**config.mk**
```make
export PLATFORM = sky130hd
export DESIGN_NAME = pli_monitor
export DESIGN_NICKNAME = d
export VERILOG_FILES = /design/src/rtl/pli_monitor_pkg.sv /design/src/rtl/pli_monitor_reqack.sv /design/src/rtl/pli_monitor.sv
export SDC_FILE = /design/constraint.sdc
export NUM_CORES = 1
export LEC_CHECK = 0
export ABC_AREA = 1
export CORE_MARGIN = 5
export CORE_UTILIZATION = 31
export DETAILED_ROUTE_END_ITERATION = 8
export HOLD_SLACK_MARGIN = 0.03
export SYNTH_ARGS = -nofsm -noshare
export SYNTH_HDL_FRONTEND = slang
export SYNTH_HIERARCHICAL = 1
export SYNTH_SLANG_ARGS = --single-unit
```
**constraint.sdc**
```tcl
create_clock -name clk -period 5.55 [get_ports clk]
set_input_delay 0.555 -clock clk [delete_from_list [all_inputs] [get_ports clk]]
set_output_delay 0.555 -clock clk [all_outputs]
set_load 0.1 [all_outputs]
```
**src/rtl/pli_monitor_pkg.sv**
```systemverilog
// Shared types for the PLI-style run-time monitor: failure source codes,
// req/ack checker states and a population-count helper.
package pli_monitor_pkg;

  localparam int POP_MAX_W = 256;

  typedef enum logic [2:0] {
    FC_NONE   = 3'd0,
    FC_USER   = 3'd1,
    FC_ASSERT = 3'd2,
    FC_AMONE  = 3'd3,
    FC_ONEHOT = 3'd4,
    FC_REQACK = 3'd5
  } fail_code_e;

  typedef enum logic {
    RA_IDLE = 1'b0,
    RA_WAIT = 1'b1
  } ra_state_e;

  // Callers zero-extend their vector to POP_MAX_W bits.
  function automatic logic [8:0] popcount(input logic [POP_MAX_W-1:0] v);
    logic [8:0] n;
    n = '0;
    for (int i = 0; i < POP_MAX_W; i++) begin
      n = n + 9'(v[i]);
    end
    return n;
  endfunction

endpackage

```
**src/rtl/pli_monitor_reqack.sv**
```systemverilog
// Request/grant handshake checker: flags stray acks, overlapping requests
// and requests that go unanswered for ACK_TIMEOUT cycles.
module pli_reqack_checker
  import pli_monitor_pkg::*;
#(
  parameter int ACK_TIMEOUT = 8
) (
  input  logic clk,
  input  logic rst_n,
  input  logic req,
  input  logic ack,
  output logic fail_o
);

  localparam int CW = $clog2(ACK_TIMEOUT + 1);
  localparam logic [CW-1:0] CNT_LAST = CW'(ACK_TIMEOUT - 1);

  ra_state_e       state_q;
  logic [CW-1:0]   cnt_q;

  // Failure is decoded from the current state so the monitor can count it
  // on the same edge as every other source.
  assign fail_o = (state_q == RA_IDLE) ? ack
                : (!ack && (req || (cnt_q == CNT_LAST)));

  always_ff @(posedge clk) begin
    if (!rst_n) begin
      state_q <= RA_IDLE;
      cnt_q   <= '0;
    end else begin
      case (state_q)
        RA_IDLE: begin
          if (req && !ack) begin
            state_q <= RA_WAIT;
            cnt_q   <= '0;
          end
        end
        RA_WAIT: begin
          if (ack) begin
            state_q <= RA_IDLE;
            cnt_q   <= '0;
          end else if (req) begin
            cnt_q <= '0;
          end else if (cnt_q == CNT_LAST) begin
            state_q <= RA_IDLE;
            cnt_q   <= '0;
          end else begin
            cnt_q <= cnt_q + 1'b1;
          end
        end
        default: begin
          state_q <= RA_IDLE;
          cnt_q   <= '0;
        end
      endcase
    end
  end

endmodule

```
**src/rtl/pli_monitor.sv**
```systemverilog
// Run-time protocol monitor with info filtering, saturating warn/error counts
// and a sticky stop request. Define PLI_MONITOR_REQACK_EN to add the req/ack checker.
module pli_monitor
  import pli_monitor_pkg::*;
#(
  parameter int WIDTH       = 8,
  parameter int ACK_TIMEOUT = 8,
  parameter int MAX_ERRORS  = 1,
  parameter int CNT_W       = 16
) (
  input  logic             clk,
  input  logic             rst_n,
  input  logic [3:0]       debug_level,
  input  logic             info_valid,
  input  logic [3:0]       info_level,
  input  logic             assert_valid,
  input  logic             assert_cond,
  input  logic             amone_valid,
  input  logic [WIDTH-1:0] amone_vec,
  input  logic             onehot_valid,
  input  logic [WIDTH-1:0] onehot_vec,
  input  logic             req,
  input  logic             ack,
  input  logic             warn_valid,
  input  logic             error_valid,
  output logic             info_print,
  output logic [CNT_W-1:0] warn_count,
  output logic [CNT_W-1:0] error_count,
  output logic             error_flag,
  output logic [2:0]       fail_code,
  output logic             stop
);

  localparam int SW = ((CNT_W > 3) ? CNT_W : 3) + 1;
  localparam logic [CNT_W-1:0] CNT_MAX = '1;

  function automatic logic [CNT_W-1:0] sat_add(input logic [CNT_W-1:0] a,
                                               input logic [2:0]       inc);
    logic [SW-1:0] s;
    s = SW'(a) + SW'(inc);
    return (s > SW'(CNT_MAX)) ? CNT_MAX : s[CNT_W-1:0];
  endfunction

  logic             info_print_q, info_print_d;
  logic [CNT_W-1:0] warn_q, warn_d;
  logic [CNT_W-1:0] err_q, err_d;
  logic             error_flag_q, error_flag_d;
  fail_code_e       fc_q, fc_d;
  logic             stop_q, stop_d;

  logic user_fail, assert_fail, amone_fail, onehot_fail, reqack_fail;
  logic [8:0] amone_pop, onehot_pop;
  logic [2:0] nfail;

  assign amone_pop  = popcount(POP_MAX_W'(amone_vec));
  assign onehot_pop = popcount(POP_MAX_W'(onehot_vec));

  assign user_fail   = error_valid;
  assign assert_fail = assert_valid && !assert_cond;
  assign amone_fail  = amone_valid && (amone_pop > 9'd1);
  assign onehot_fail = onehot_valid && (onehot_pop != 9'd1);

`ifdef PLI_MONITOR_REQACK_EN
  pli_reqack_checker #(
    .ACK_TIMEOUT (ACK_TIMEOUT)
  ) u_reqack (
    .clk    (clk),
    .rst_n  (rst_n),
    .req    (req),
    .ack    (ack),
    .fail_o (reqack_fail)
  );
`else
  logic unused_reqack;
  assign unused_reqack = req ^ ack;
  assign reqack_fail   = 1'b0;
`endif

  assign nfail = 3'(user_fail) + 3'(assert_fail) + 3'(amone_fail)
               + 3'(onehot_fail) + 3'(reqack_fail);

  always_comb begin
    info_print_d = info_valid && (info_level <= debug_level);
    warn_d       = warn_q;
    err_d        = err_q;
    fc_d         = fc_q;
    error_flag_d = error_flag_q || (nfail != 3'd0);
    // Compare in a widened domain so small CNT_W never truncates MAX_ERRORS.
    stop_d       = stop_q || ((CNT_W + 32)'(err_q) >= (CNT_W + 32)'(MAX_ERRORS));
    if (!stop_q) begin
      warn_d = sat_add(warn_q, {2'b00, warn_valid});
      err_d  = sat_add(err_q, nfail);
      if (user_fail)        fc_d = FC_USER;
      else if (assert_fail) fc_d = FC_ASSERT;
      else if (amone_fail)  fc_d = FC_AMONE;
      else if (onehot_fail) fc_d = FC_ONEHOT;
      else if (reqack_fail) fc_d = FC_REQACK;
    end
  end

  always_ff @(posedge clk) begin
    if (!rst_n) begin
      info_print_q <= 1'b0;
      warn_q       <= '0;
      err_q        <= '0;
      error_flag_q <= 1'b0;
      fc_q         <= FC_NONE;
      stop_q       <= 1'b0;
    end else begin
      info_print_q <= info_print_d;
      warn_q       <= warn_d;
      err_q        <= err_d;
      error_flag_q <= error_flag_d;
      fc_q         <= fc_d;
      stop_q       <= stop_d;
    end
  end

  assign info_print  = info_print_q;
  assign warn_count  = warn_q;
  assign error_count = err_q;
  assign error_flag  = error_flag_q;
  assign fail_code   = fc_q;
  assign stop        = stop_q;

endmodule

```
# Word level (Yosys, flattened, before mapping)

Cells that the tools add are included.

Bits in registers: 38
Input port bits: 35
Output and inout port bits: 38

Add/subtract/negate cells: 19
Order comparisons: 5
Eq/ne operators: 1
Multiplexer cells: 6
Bitwise operators: 1
Reductions and logical operators: 10

Operator list:

| operator                                                                 | number |
|---|---|
| 17-bit by 16-bit > comparator with 1-bit output (second input constant)  | 2 |
| 16-bit two-way mux                                                       | 2 |
| 16-bit by 1-bit adder with 17-bit output                                 | 1 |
| 16-bit by 3-bit adder with 17-bit output                                 | 1 |
| 7-bit by 1-bit adder with 8-bit output                                   | 2 |
| 16-bit by 1-bit >= comparator with 1-bit output (second input constant)  | 1 |
| 6-bit by 1-bit adder with 7-bit output                                   | 2 |
| 5-bit by 1-bit adder with 6-bit output                                   | 2 |
| 3-bit two-way mux                                                        | 4 |
| 4-bit by 1-bit adder with 5-bit output                                   | 2 |
| 2-bit by 1-bit adder with 3-bit output                                   | 3 |
| 3-bit by 1-bit adder with 4-bit output                                   | 2 |
| 8-bit by 1-bit > comparator with 1-bit output (second input constant)    | 1 |
| 8-bit by 1-bit inequality test with 1-bit output (second input constant) | 1 |
| 1-bit by 1-bit adder with 2-bit output                                   | 3 |
| 4-bit less-or-equal comparator                                           | 1 |
| 1-bit logical AND                                                        | 4 |
| 4-bit nonzero test                                                       | 1 |
| 3-bit by 1-bit adder with 3-bit output                                   | 1 |
| 3-bit nonzero test                                                       | 1 |
| 1-bit logical OR                                                         | 2 |
| 2-bit AND reduction                                                      | 1 |
| 1-bit zero test                                                          | 1 |
| 1-bit NOT                                                                | 1 |

# Longest topological paths before layout

Word-level depth: 14
Depth in mapped cells: 28
Gate-level depth less buffers: 27

# Worst setup path before layout

No wires, ideal clock.

Path kind: in2reg
From: in onehot_vec[0]
To: reg err_q[10], in the netlist error_count[10]
Data arrival time: 5.428 ns
Data required time: 5.481 ns
Path slack: 0.052 ns
Stages: 28
Path through: inv_1 > fa_1 > fa_1 > fa_1 > inv_1 > ha_1 > inv_1 > fa_1 > nand2_1 > a21oi_1 > nand2_1 > nand2_1 > inv_1 > fa_1 > ha_1 > ha_1 > inv_1 > fa_1 > inv_1 > nand2_1 > nand2_1 > nand2_1 > nor2_8 > nand3_4 > nor2_2 > nor2_1 > buf_6 > a21oi_2

Longest elaborated chain between the ends: 13

Ends and longest elaborated chain:

| item                                                 | line                  | source |
|---|---|---|
| start, declared                                      | pli_monitor.sv:21     | `input logic [WIDTH-1:0] onehot_vec,` |
| 1-bit by 1-bit adder with 2-bit output (*)           | pli_monitor_pkg.sv:26 | `n = n + 9'(v[i]);` |
| 2-bit by 1-bit adder with 3-bit output (*)           | pli_monitor_pkg.sv:26 |  |
| 3-bit by 1-bit adder with 4-bit output (*)           | pli_monitor_pkg.sv:26 |  |
| 4-bit by 1-bit adder with 5-bit output (*)           | pli_monitor_pkg.sv:26 |  |
| 5-bit by 1-bit adder with 6-bit output (*)           | pli_monitor_pkg.sv:26 |  |
| 6-bit by 1-bit adder with 7-bit output (*)           | pli_monitor_pkg.sv:26 |  |
| 7-bit by 1-bit adder with 8-bit output (*)           | pli_monitor_pkg.sv:26 |  |
| 8-bit by 1-bit inequality test with 1-bit output (*) | pli_monitor.sv:61     | `assign onehot_fail = onehot_valid && (onehot_pop != 9'd1);` |
| 1-bit logical AND (*)                                | pli_monitor.sv:61     |  |
| 3-bit by 1-bit adder with 3-bit output (*)           | pli_monitor.sv:80     | `+ 3'(onehot_fail) + 3'(reqack_fail);` |
| 16-bit by 3-bit adder with 17-bit output (*)         | pli_monitor.sv:40     | `s = SW'(a) + SW'(inc);` |
| 17-bit by 16-bit > comparator with 1-bit output      | pli_monitor.sv:41     | `return (s > SW'(CNT_MAX)) ? CNT_MAX : s[CNT_W-1:0];` |
| 16-bit two-way mux (*)                               | pli_monitor.sv:41     |  |
| end signal, assigned                                 | pli_monitor.sv:112    | `err_q <= err_d;` |
| end, declared                                        | pli_monitor.sv:46     | `logic [CNT_W-1:0] err_q, err_d;` |

Every way passes the cells marked *; elsewhere a longest branch is shown, timed or not.
A chain may end at the register's enable or synchronous reset.

# Final worst setup path

From: in onehot_vec[0]
To: reg fc_q[1], in the netlist fail_code[1]

Longest elaborated chain between the ends: 11

Ends and longest elaborated chain:

| item                                             | line                  | source |
|---|---|---|
| 1-bit by 1-bit adder with 2-bit output           | pli_monitor_pkg.sv:26 |  |
| 2-bit by 1-bit adder with 3-bit output           | pli_monitor_pkg.sv:26 |  |
| 3-bit by 1-bit adder with 4-bit output           | pli_monitor_pkg.sv:26 |  |
| 4-bit by 1-bit adder with 5-bit output           | pli_monitor_pkg.sv:26 |  |
| 5-bit by 1-bit adder with 6-bit output           | pli_monitor_pkg.sv:26 |  |
| 6-bit by 1-bit adder with 7-bit output           | pli_monitor_pkg.sv:26 |  |
| 7-bit by 1-bit adder with 8-bit output           | pli_monitor_pkg.sv:26 |  |
| 8-bit by 1-bit inequality test with 1-bit output | pli_monitor.sv:61     |  |
| 1-bit logical AND                                | pli_monitor.sv:61     |  |
| 4-bit nonzero test (no line)                     | -                     |  |
| 2-bit AND reduction (no line)                    | -                     |  |
| end signal, assigned                             | pli_monitor.sv:107    | `fc_q <= FC_NONE;` |
| end signal, assigned                             | pli_monitor.sv:114    | `fc_q <= fc_d;` |
| end, declared                                    | pli_monitor.sv:48     | `fail_code_e fc_q, fc_d;` |

No other way between the ends.

==> summary.md <==
| Metric | Value |
|---|---|
| Status | finished clean |
| Syn Std Cell Area | 0.00276 mm2 |
| Grt total ovfl | 0 |
| First-pass GRT wire length | 13200 um |
| Initial DRC count | 109 |
| Avg Cell Area, Syn | 7.08 um2 |
| Final setup viols | 0 |
| Number of cells on the worst reg-to-reg path | 13 |
| Hold_buf cts | 0 |
| Crit path max-delay family | buffers and inverters |
| M3 GR Usage | 0.0329 |
| R2r setup slk | 3580 ps |
| Initial antenna violation count | 0 |
| Net Sw Power | 534 uW |
| Total CTS buffers | 5 |
| WL final | 7560 um |
| P&R area growth vs syn | 47.2% |
| Simple-gate share of the synthesized area | 0.252 |
| # IOs | 73 |
| Post-route setup TNS | 0 ps |
| Sequential share of the synthesized area | 0.275 |
| RSZ-0062 raised after global routing | no |
| Synth Register Bits | 38 |
| Row Count | 34 |
| Post-place setup slack | -560 ps |
| Clk pwr share | 0.166 |
| Post-Synth XOR/XNOR Area | 0.0602 |
| Rel. slew slack | 0.320 |
| Min-Delay Path Depth | 2 |
| Leakage | 1.79 nW |
| Compound-cell area share of the yosys netlist | 0.147 |
| Gr usage total | 0.141 |
| Layout cells sized above 1 | 0.190 |
| CTS root buffer | clkbuf_8 |
| Nets | 563 |
| Final Util | 0.466 |
| Adder-cell area share of the yosys netlist | 0.154 |
| Worst EP required | 5730 ps |
| Initial core utilization | 0.317 |
| Hold_sp | fail_code[2]$_SDFFE_PN0P_ |
| MaxCap Viol Count | 0 |
| DPL Wire Length | 5320 um |
| Cell Count, Final, Fillers Out | 609 |
| Power Internal | 667 uW |
| CP arrival | 5500 ps |
| Crit-path max cell delay | 550 ps |
| GRT met1 Usage | 0.179 |
| Worst-path maximum fanout | 5 |
| Critical Path Stages | 35 |
| Vias in the first global route | 2769 |
| Sw Share | 0.445 |
| Die H | 104 um |
| Routed wire per std cell | 12.4 um |
| # clock sinks | 38 |
| Final period util | 0.958 |
| Clk_lat worst skew | 290 ps |
| Setup Skew | 7.57 ps |
| Hold Violations, Final | 0 |
| Final min period | 5310 ps |
| TritonCTS clock tree | done |
| Vias after detailed routing | 2798 |
| DR vias/cell | 4.59 |
| Buf/Inv on CP | 22 |
| Syn. warnings | 6 |
| CP most frequent cell | buf_4 |
| Maximum vdd drop | 0.000110 V |
| Placed instance count | 571 |
| Combinational power share | 0.549 |
| Synthesized Nets | 453 |
| Met2 usage | 0.237 |
| Antenna viol nets, final | 0 |
| Largest net degree at the start of global routing | 36 |
| Core ar. | 0.00872 mm2 |
| CP Launch Type | primary input |
| Final hold slack | 500 ps |
| CP max-delay cell | fa_1 |
| Mux contribution to synthesized area | 0 |
| R2r startpoint | error_count[0]$_SDFFE_PN0N_ |
| Post-layout worst setup margin | 235 ps |
| PortBufs | 70 |
| Gr busiest metal | met2 |
| Largest family of logic cells by synthesized area | simple AND/OR/NAND/NOR gates |
| Worst hold endpoint | fail_code[2]$_SDFFE_PN0P_ |
| Reg2reg end | error_count[4]$_SDFFE_PN0N_ |
| DRT Pass-1 Iters | 4 |
| Die ar. | 0.0109 mm2 |
| Synth Instances | 390 |
| H-tree depth | 2 |
| ANT cells | 0 |
| Slew @ Worst Pin | 1020 ps |
| Clk pin slew, worst setup/hold paths | 80 ps |
| Die width | 104 um |
| DRC violations left | 0 |
| Setup Crit Path Kind | in2reg |
| Crit end category | flip-flop |
| Placer Congestion | 0.815 |
| Pwr Density | 295 mW/mm2 |
| Fin. max-slew vios | 0 |
| Fmax | 0.188 GHz |
| Worst min-delay path category | reg2reg |
| Sequential share of power | 0.285 |
| Synth unique cells | 31 |
| Max Buffers Root-to-Sink | 2 |
==> layout by cell type, fill, tap and decap left out, drive strengths merged <==
master,n
inv,71
clkdlybuf4s50,67
nand2,67
nor2,49
buf,44
dfxtp,38
o21ai,37
a21oi,26
nand3,21
ha,18
xor2,11
fa,10
xnor2,8
nor3,7
clkbuf,7
nand4,6
a31oi,4
nor4,4
a21boi,1
nand3b,1
a32oi,1
a21o,1
clkinvlp,1
clkinv,1
==> per-layer routing <==
| layer | routed length [um] | up-vias |
|---|---|---|
| li1 | - | 1462 |
| met1 | 3480 | 1268 |
| met2 | 3650 | 64 |
| met3 | 376 | 4 |
| met4 | 57 | 0 |
| met5 | 0 | - |
==> worst max path at each step <==
stage / startpoint / end / slack [ps]
after floorplan: onehot_vec[0] / error_count[10]$_SDFFE_PN0N_ / 50
after global routing: onehot_vec[0] / error_count[4]$_SDFFE_PN0N_ / 10
after global placement: onehot_vec[0] / error_count[13]$_SDFFE_PN0N_ / -470
after CTS: onehot_vec[0] / error_count[10]$_SDFFE_PN0N_ / 5
final: onehot_vec[0] / fail_code[1]$_SDFFE_PN0P_ / 240
after detailed placement: onehot_vec[0] / error_count[7]$_SDFFE_PN0N_ / -560
==> cells by family after synthesis <==
logic type,count (synthesis)
adders and majority gates,28
AOI/OAI and AO/OA,70
buffers and inverters,80
DFF,38
and+or+nand+nor,155
xor gates and xnor gates,19
==> tightest hold or removal path: cells and delay by family, from the launching register on <==
kind | cells | cell delay [ps]
and+or+nand+nor | 1 | 90
DFF | 1 | 330
AOI/OAI and AO/OA | 1 | 40
==> what timing repair did <==
| action | in CTS | in global routing |
|---|---|---|
| setup buffers | 28 | 1 |
| endpoints found under the setup margin | 16 | 20 |
| pin swaps | 16 | 19 |
| resized for setup | 26 | 9 |
| cloned | 1 | 0 |
==> area by class of cell <==
type                       count  area, um2
clock buffer                   6       82.6
clock inverter                 2       12.5
fill                         860       4650
inverter                      71        267
multi-input combinational    272       1780
sequential                    38        761
tap                          108        135
timing repair buffer         112       1030
==> synthesized netlist by cell type <==
| cell | count | area share |
|---|---|---|
| a21o_1 | 1 | 0.0027 |
| dfxtp_1 | 38 | 0.28 |
| clkbuf_1 | 8 | 0.011 |
| fa_1 | 10 | 0.072 |
| ha_1 | 18 | 0.082 |
| xnor2_1 | 8 | 0.025 |
| nor2_2 | 3 | 0.0068 |
| a21boi_0 | 1 | 0.0027 |
| nor2_4 | 1 | 0.0041 |
| nor2_8 | 1 | 0.0072 |
| inv_1 | 66 | 0.090 |
| a32oi_1 | 1 | 0.0032 |
| a31oi_1 | 4 | 0.0091 |
| a21oi_2 | 10 | 0.032 |
| xor2_1 | 11 | 0.035 |
| nand3b_1 | 1 | 0.0027 |
| nand3_2 | 1 | 0.0036 |
| nand2_2 | 1 | 0.0023 |
| o21ai_0 | 33 | 0.060 |
| nand2_1 | 66 | 0.090 |
| nand3_4 | 1 | 0.0063 |
| nand3_1 | 19 | 0.034 |
| o21ai_2 | 1 | 0.0032 |
| nor4_1 | 4 | 0.0091 |
| a21oi_1 | 16 | 0.029 |
| nor3_1 | 7 | 0.013 |
| inv_2 | 5 | 0.0068 |
| buf_6 | 1 | 0.0041 |
| nand4_1 | 6 | 0.014 |
| o21ai_1 | 3 | 0.0054 |
| nor2_1 | 44 | 0.060 |
==> registers in the layout, indices dropped and copies added, names as in the netlist <==
| register | flops |
|---|---|
| error_count | 16 |
| error_flag | 1 |
| fail_code | 3 |
| info_print | 1 |
| stop | 1 |
| warn_count | 16 |
==> metrics by stage <==
stage               cell area, um2  total power [mW]
global route                  4070              1.28
CTS                           4040              1.19
finish                        4070              1.20
detailed placement            3660             0.882
floorplan                     2760             0.730
global placement              3660             0.871
==> power by group through the flow <==
stage               Combinational (mW)  Clock [mW]  Sequential [mW]
finish                           0.660       0.199            0.342
global route                     0.713       0.221            0.348
CTS                              0.641       0.211            0.342
detailed placement               0.535           0            0.347
global placement                 0.526           0            0.346
floorplan                        0.187           0            0.543
No activity file was read; power rests on OpenSTA's default activity.
